==> src/rtl/segment_pkg.sv <==
// Shared encodings for the segment scheduler: FSM states and segment index sizing.
package segment_pkg;

    typedef enum logic [1:0] {
        S_IDLE = 2'd0,
        S_RUN  = 2'd1,
        S_STEP = 2'd2
    } state_t;

    localparam int NUM_SEGMENTS = 6;
    localparam int SEG_IDX_W    = 3;
    localparam logic [SEG_IDX_W-1:0] LAST_SEGMENT = SEG_IDX_W'(NUM_SEGMENTS - 1);

endpackage

==> src/rtl/input_sync.sv <==
// Two-flop synchronizer for an asynchronous level, plus a delayed copy for rise detection.
module input_sync (
    input  logic clk,
    input  logic async_nreset,
    input  logic din,
    output logic level,
    output logic rise
);

    logic       s1_q, s1_d;
    logic       s2_q, s2_d;
    logic       s3_q, s3_d;
    logic [1:0] arm_q, arm_d;

    always_comb begin
        s1_d  = din;
        s2_d  = s1_q;
        s3_d  = s2_q;
        arm_d = (arm_q == 2'd3) ? arm_q : arm_q + 2'd1;
    end

    always_ff @(posedge clk or negedge async_nreset) begin
        if (!async_nreset) begin
            s1_q  <= 1'b0;
            s2_q  <= 1'b0;
            s3_q  <= 1'b0;
            arm_q <= 2'd0;
        end else begin
            s1_q  <= s1_d;
            s2_q  <= s2_d;
            s3_q  <= s3_d;
            arm_q <= arm_d;
        end
    end

    // Until s3 holds a genuinely sampled value (three edges after reset), a
    // level held through reset release would look like a fresh rising edge.
    assign level = s2_q;
    assign rise  = s2_q & ~s3_q & (arm_q == 2'd3);

endmodule

==> src/rtl/segment_scheduler.sv <==
// Segment advance scheduler: auto-advance timer, manual step, shadow position and lap count.
module segment_scheduler
    import segment_pkg::*;
#(
    parameter logic [31:0] TICK_BASE = 32'd1000000
) (
    input  logic                 clk,
    input  logic                 async_nreset,
    input  logic                 run,
    input  logic                 step,
    input  logic [1:0]           speed,
    output logic                 next_segment_re,
    output logic [SEG_IDX_W-1:0] position,
    output logic [7:0]           lap_count,
    output logic                 running
);

    logic                 run_sync;
    logic                 run_rise_unused;
    logic                 step_level_unused;
    logic                 step_re;
    logic [1:0]           speed_q, speed_d;
    state_t               state_q, state_d;
    logic [31:0]          cnt_q, cnt_d;
    logic [SEG_IDX_W-1:0] position_q, position_d;
    logic [7:0]           lap_q, lap_d;
    logic [31:0]          period;
    logic                 terminal;
    logic                 pulse;

    input_sync u_run_sync (
        .clk          (clk),
        .async_nreset (async_nreset),
        .din          (run),
        .level        (run_sync),
        .rise         (run_rise_unused)
    );

    input_sync u_step_sync (
        .clk          (clk),
        .async_nreset (async_nreset),
        .din          (step),
        .level        (step_level_unused),
        .rise         (step_re)
    );

    // speed is a quasi-static select; one flop keeps the pulse decode register-only.
    assign period   = TICK_BASE >> speed_q;
    assign terminal = (cnt_q >= period - 32'd1);
    assign pulse    = (state_q == S_STEP) || ((state_q == S_RUN) && run_sync && terminal);

    always_comb begin
        state_d    = state_q;
        cnt_d      = cnt_q;
        speed_d    = speed;
        position_d = position_q;
        lap_d      = lap_q;

        case (state_q)
            S_IDLE: begin
                if (run_sync) begin
                    state_d = S_RUN;
                    cnt_d   = '0;
                end else if (step_re) begin
                    state_d = S_STEP;
                end
            end
            S_RUN: begin
                if (!run_sync) begin
                    state_d = S_IDLE;
                    cnt_d   = '0;
                end else if (terminal) begin
                    cnt_d = '0;
                end else begin
                    cnt_d = cnt_q + 32'd1;
                end
            end
            S_STEP: begin
                state_d = S_IDLE;
            end
            default: begin
                state_d = S_IDLE;
                cnt_d   = '0;
            end
        endcase

        if (pulse) begin
            if (position_q == LAST_SEGMENT) begin
                position_d = '0;
                lap_d      = lap_q + 8'd1;
            end else begin
                position_d = position_q + SEG_IDX_W'(1);
            end
        end
    end

    always_ff @(posedge clk or negedge async_nreset) begin
        if (!async_nreset) begin
            state_q    <= S_IDLE;
            cnt_q      <= '0;
            speed_q    <= 2'd0;
            position_q <= '0;
            lap_q      <= 8'd0;
        end else begin
            state_q    <= state_d;
            cnt_q      <= cnt_d;
            speed_q    <= speed_d;
            position_q <= position_d;
            lap_q      <= lap_d;
        end
    end

    assign next_segment_re = pulse;
    assign position        = position_q;
    assign lap_count       = lap_q;
    assign running         = (state_q == S_RUN);

endmodule

==> config.mk <==
export PLATFORM = sky130hd
export DESIGN_NAME = segment_scheduler
export DESIGN_NICKNAME = d
export VERILOG_FILES = /design/src/rtl/segment_pkg.sv /design/src/rtl/input_sync.sv /design/src/rtl/segment_scheduler.sv
export SDC_FILE = /design/constraint.sdc
export NUM_CORES = 1
export LEC_CHECK = 0
export CAP_MARGIN = 25
export CORE_ASPECT_RATIO = 0.7
export CORE_MARGIN = 2
export CORE_UTILIZATION = 40
export CTS_CLUSTER_SIZE = 40
export DETAILED_ROUTE_END_ITERATION = 8
export DONT_BUFFER_PORTS = 1
export SLEW_MARGIN = 20
export SYNTH_ARGS = -nofsm -noshare
export SYNTH_HDL_FRONTEND = slang
export SYNTH_HIERARCHICAL = 1
export SYNTH_SLANG_ARGS = --single-unit
==> constraint.sdc <==
create_clock -name clk -period 2.81 [get_ports clk]
set_input_delay 0.281 -clock clk [delete_from_list [all_inputs] [get_ports clk]]
set_output_delay 0.281 -clock clk [all_outputs]
set_load 0.01 [all_outputs]
# Word-level counts from Yosys, hierarchy flattened
# Cells that the tools add are included.
[totals]
regBits = 54
output_inout_bits = 13
elab_cells = 45
[op_classes]
n_addsub = 5
n_lt_le_gt_ge = 1
eq_ne = 7
shift = 1
muxes = 9
n_bitwise = 4
reduce_logical = 7
[op_table]
columns = ["cell", "count"]
rows = [
  ["32-bit 2-to-1 mux", 3],
  ["32-bit one-hot mux with 3 select lines", 1],
  ["32-bit by 1-bit adder with 32-bit output, second input constant", 1],
  ["32-bit greater-or-equal comparator", 1],
  ["20-bit by 2-bit >> shifter with 32-bit output, first input constant", 1],
  ["32-bit by 1-bit subtractor with 32-bit output, second input constant", 1],
  ["8-bit by 1-bit adder with 8-bit output, second input constant", 1],
  ["2-bit 2-to-1 mux", 3],
  ["2-bit AND reduction", 3],
  ["2-bit == test, second input constant", 2],
  ["2-bit one-hot mux with 2 select lines", 1],
  ["3-bit by 1-bit adder with 3-bit output, second input constant", 1],
  ["3-bit == test, second input constant", 1],
  ["3-bit 2-to-1 mux", 1],
  ["3-bit by 2-bit inequality test with 1-bit output, second input constant", 1],
  ["2-bit by 1-bit adder with 2-bit output, second input constant", 1],
  ["1-bit bitwise AND", 2],
  ["2-bit by 1-bit == test with 1-bit output, second input constant", 1],
  ["1-bit logical AND", 2],
  ["2-bit zero test", 1],
  ["2-bit by 1-bit inequality test with 1-bit output, second input constant", 1],
  ["2-bit inequality test, second input constant", 1],
  ["1-bit NOT", 2],
  ["1-bit logical OR", 1],
]

# Longest topological paths before layout
[depth]
ltp_word = 6
depth_mapped = 13
depth_no_buf = 12

# Modules after synthesis
# Netlist, hierarchy kept.
[modules_own_cells]
columns = ["mod", "instances", "cells_each", "area_each_um2"]
rows = [
  ["segment_scheduler", 1, 310, 2990.4],
  ["input_sync", 2, 9, 171.4],
]

# Worst setup path before layout
# OpenSTA, ideal clock, no wires.
[synth_timing]
path_type = "reg-to-reg"
start = "reg speed_q[1]"
end = "reg lap_q[1] (netlist: lap_count[1])"
setup_time_ns = 0.128
arrival_ns = 2.719
t_required_ns = 2.682
slack_ns = -0.037
path_stages_with_launch = 12
path_buffers = 0
period_less_slack_ns = 2.847
cell_sequence = "dfrtp_1 > inv_1 > ha_1 > inv_1 > nor3_1 > ha_1 > nand4_1 > or4_4 > a2111oi_4 > o211ai_2 > nor3b_2 > mux2_1"
[synth_between]
elab_chain_len = 6
[synth_lines]
columns = ["element", "line", "text"]
rows = [
  ["from (decl)", "segment_scheduler.sv:22", "logic [1:0] speed_q, speed_d;"],
  ["from (signal assigned)", "segment_scheduler.sv:107", "speed_q <= speed_d;"],
  ["20-bit by 2-bit >> shifter with 32-bit output", "segment_scheduler.sv:48", "assign period = TICK_BASE >> speed_q;"],
  ["32-bit by 1-bit subtractor with 32-bit output", "segment_scheduler.sv:49", "assign terminal = (cnt_q >= period - 32'd1);"],
  ["32-bit greater-or-equal comparator", "segment_scheduler.sv:49", ""],
  ["1-bit logical AND", "segment_scheduler.sv:50", "assign pulse = (state_q == S_STEP) || ((state_q == S_RUN) && run_sync && terminal);"],
  ["1-bit logical OR", "segment_scheduler.sv:50", ""],
  ["2-bit AND reduction (no line)", "--", ""],
  ["to (signal assigned)", "segment_scheduler.sv:109", "lap_q <= lap_d;"],
  ["to (decl)", "segment_scheduler.sv:26", "logic [7:0] lap_q, lap_d;"],
]
# Every way passes these cells.
# A chain may end at the register's enable or synchronous reset.

# Worst setup path after layout
# Ends and elaborated chain as after synthesis.

==> results.json <==
{
  "cts-root-buf": "clkbuf_16",
  "switching_share_pct": 27.0,
  "grt-ovfl-total": 0,
  "mostFrequentLayoutCells": "dfrtp_1 (53), xor2_1 (24), ha_1 (24)",
  "cp_max_fo": 6,
  "peakVddDrop_mv": 0.307,
  "path_cells": "clkinv_4 > buf_6 > buf_4 > ha_4 > inv_1 > ha_1 > nand2_2 > nor3_4 > o31ai_4 > a2111oi_4 > buf_4 > o211ai_4 > nor3b_2 > mux2_1",
  "core_mm2": 0.00784,
  "layout_commonest_cell": "dfrtp_1",
  "track_usage_pct": 16.8,
  "n_antenna_cell": 0,
  "reg2reg_slack_ps": -220,
  "slew_violations": 0,
  "ys_warn_count": 6,
  "start_kind": "flip-flop",
  "grt_pass1_vias": 2451,
  "final_layout_size_suffix_gt1_share_pct": 33.7,
  "clk_pin_slew_ps": 80,
  "critPathMaxStageDelay_ps": 500,
  "syn_area_mm2": 0.00321,
  "drt-vias-per-instance": 5.13,
  "fmax_mhz": 331,
  "total_power_mw": 1.83,
  "cts_buffers": 5,
  "hold_violations": 0,
  "combPwrFrac_pct": 12.5,
  "cts_tree": "done",
  "drt_iter0_markers": 140,
  "period_minus_slack_ps": 3030,
  "ant_nets": 0,
  "r2r-start": "speed_q[1]",
  "die_area_mm2": 0.00877,
  "ioPinCount": 19,
  "tns_ps": -3470,
  "setup_viol": 40,
  "max-cap-violations": 0,
  "min_path_type": "flip-flop to flip-flop",
  "clkPwrFrac_pct": 39.8,
  "area_growth_pct": 39.3,
  "dr.pass1.iters": 4,
  "seqPwrFrac_pct": 47.7,
  "rsz0062_at_grt": "yes",
  "power_density_mw_per_mm2": 409,
  "synth.avg_cell_area_um2": 10.0,
  "gp_congestion": 0.845,
  "clk_path_buf_depth": 2,
  "antenna_found_initial": 0,
  "critPathLaunch": "speed_q[1]",
  "cp-end-kind": "flip-flop",
  "status": "finished with violations",
  "dp_hpwl_um": 4810,
  "crit_top_cell": "buf_4",
  "fin_nets": 421,
  "grt_pass1_wl_um": 11800,
  "start_util_pct": 41.0,
  "crit_buf_inv": 5,
  "fp-row-count": 27,
  "port_buffers": 0,
  "fin_crit_sh_pct": 108,
  "cpLargestDelayFamily": "compound AO/OA/AOI/OAI gates",
  "fin_util_pct": 57.1,
  "cell_internal_pwr_mw": 1.34,
  "grt_max_degree": 55,
  "violations": "setup timing",
  "routed_wl_um": 7290,
  "cts-htree-levels": 2,
  "skew_ps": 6.71,
  "final.fill_count": 659,
  "drc": 0,
  "cts_sinks": 54,
  "relSlewSlack_pct": 60.1,
  "cp_slowest_cell": "dfrtp_2",
  "p_sw_mw": 0.493,
  "hold_path_startpoint": "u_step_sync/s1_q",
  "setup_ws_ps": -216,
  "vias": 2451,
  "arrival_ps": 3210,
  "crit_type": "flip-flop to flip-flop",
  "clk_latency_ps": 300,
  "die_h_um": 79.0,
  "post_drt_wl_per_cell_um": 15.2,
  "die_w_um": 111,
  "power.leakage_nw": 1.89,
  "worstMarginPinSlew_ps": 598,
  "syn_inst": 321,
  "cp_data_required_time_ps": 3000
}
## power groups by stage
stage	registers (mW)	logic, mW	clock network, mW
after floorplan	0.849	0.0884	0
after global placement	0.872	0.111	0
after detailed placement	0.873	0.115	0
after CTS	0.863	0.167	0.739
after global routing	0.876	0.247	0.774
final	0.871	0.229	0.728
## per-stage QoR
stage                     hold WS [ps]  cells  setup WS (ps)  cell area, um^2
after floorplan                  -14.6    331         -0.509             3250
after global placement           -12.3    451           -160             3540
after detailed placement         -12.1    451           -237             3540
after CTS                        0.979    469           -217             4050
after global routing               367    478           -330             4470
final                              353    478           -216             4470
## final timing paths
path / end / cells after the start
max in group asynchronous: speed_q[1] / 2
max: lap_count[1] / 14
min reg2reg: u_step_sync/level / 0
min in group asynchronous: cnt_q[28] / 2
min: u_step_sync/level / 0
max reg2reg: lap_count[1] / 14
## state kept, by name (all words and copies together) (netlist names), 2 cells and up
register / flops
state_q: 2
position: 3
u_step_sync/arm_q: 2
lap_count: 8
cnt_q: 32
speed_q: 2
## cell type report
| cell class | instances | area (um^2) | share of cell area, % |
|---|---|---|---|
| multi-input cells | 256 | 2280 | 51.0 |
| flip-flops and latches | 54 | 1350 | 30.2 |
| repair buffers | 42 | 473 | 10.6 |
| well taps | 101 | 126 | 2.82 |
| clock buffers | 5 | 125 | 2.80 |
| inverters | 17 | 73.8 | 1.65 |
| clock inverters | 3 | 43.8 | 0.979 |
## per-layer routing
metal	global-route usage, %	share of wire [%]	up-vias
li1	-	-	1213
met1	23.1	50	1189
met2	26.7	45	39
met3	4.20	3.4	10
met4	4.81	1.5	0
met5	0	0	-
## repair_timing
item	in CTS	in global routing
pin swaps	23	29
cloned	0	3
setup buffers	7	5
gates resized for setup	55	68
hold buffers	3	3
endpoints found under the hold margin	55	3
endpoints found under the setup margin	44	44
Note: power is estimated with default switching activity, not from simulation.
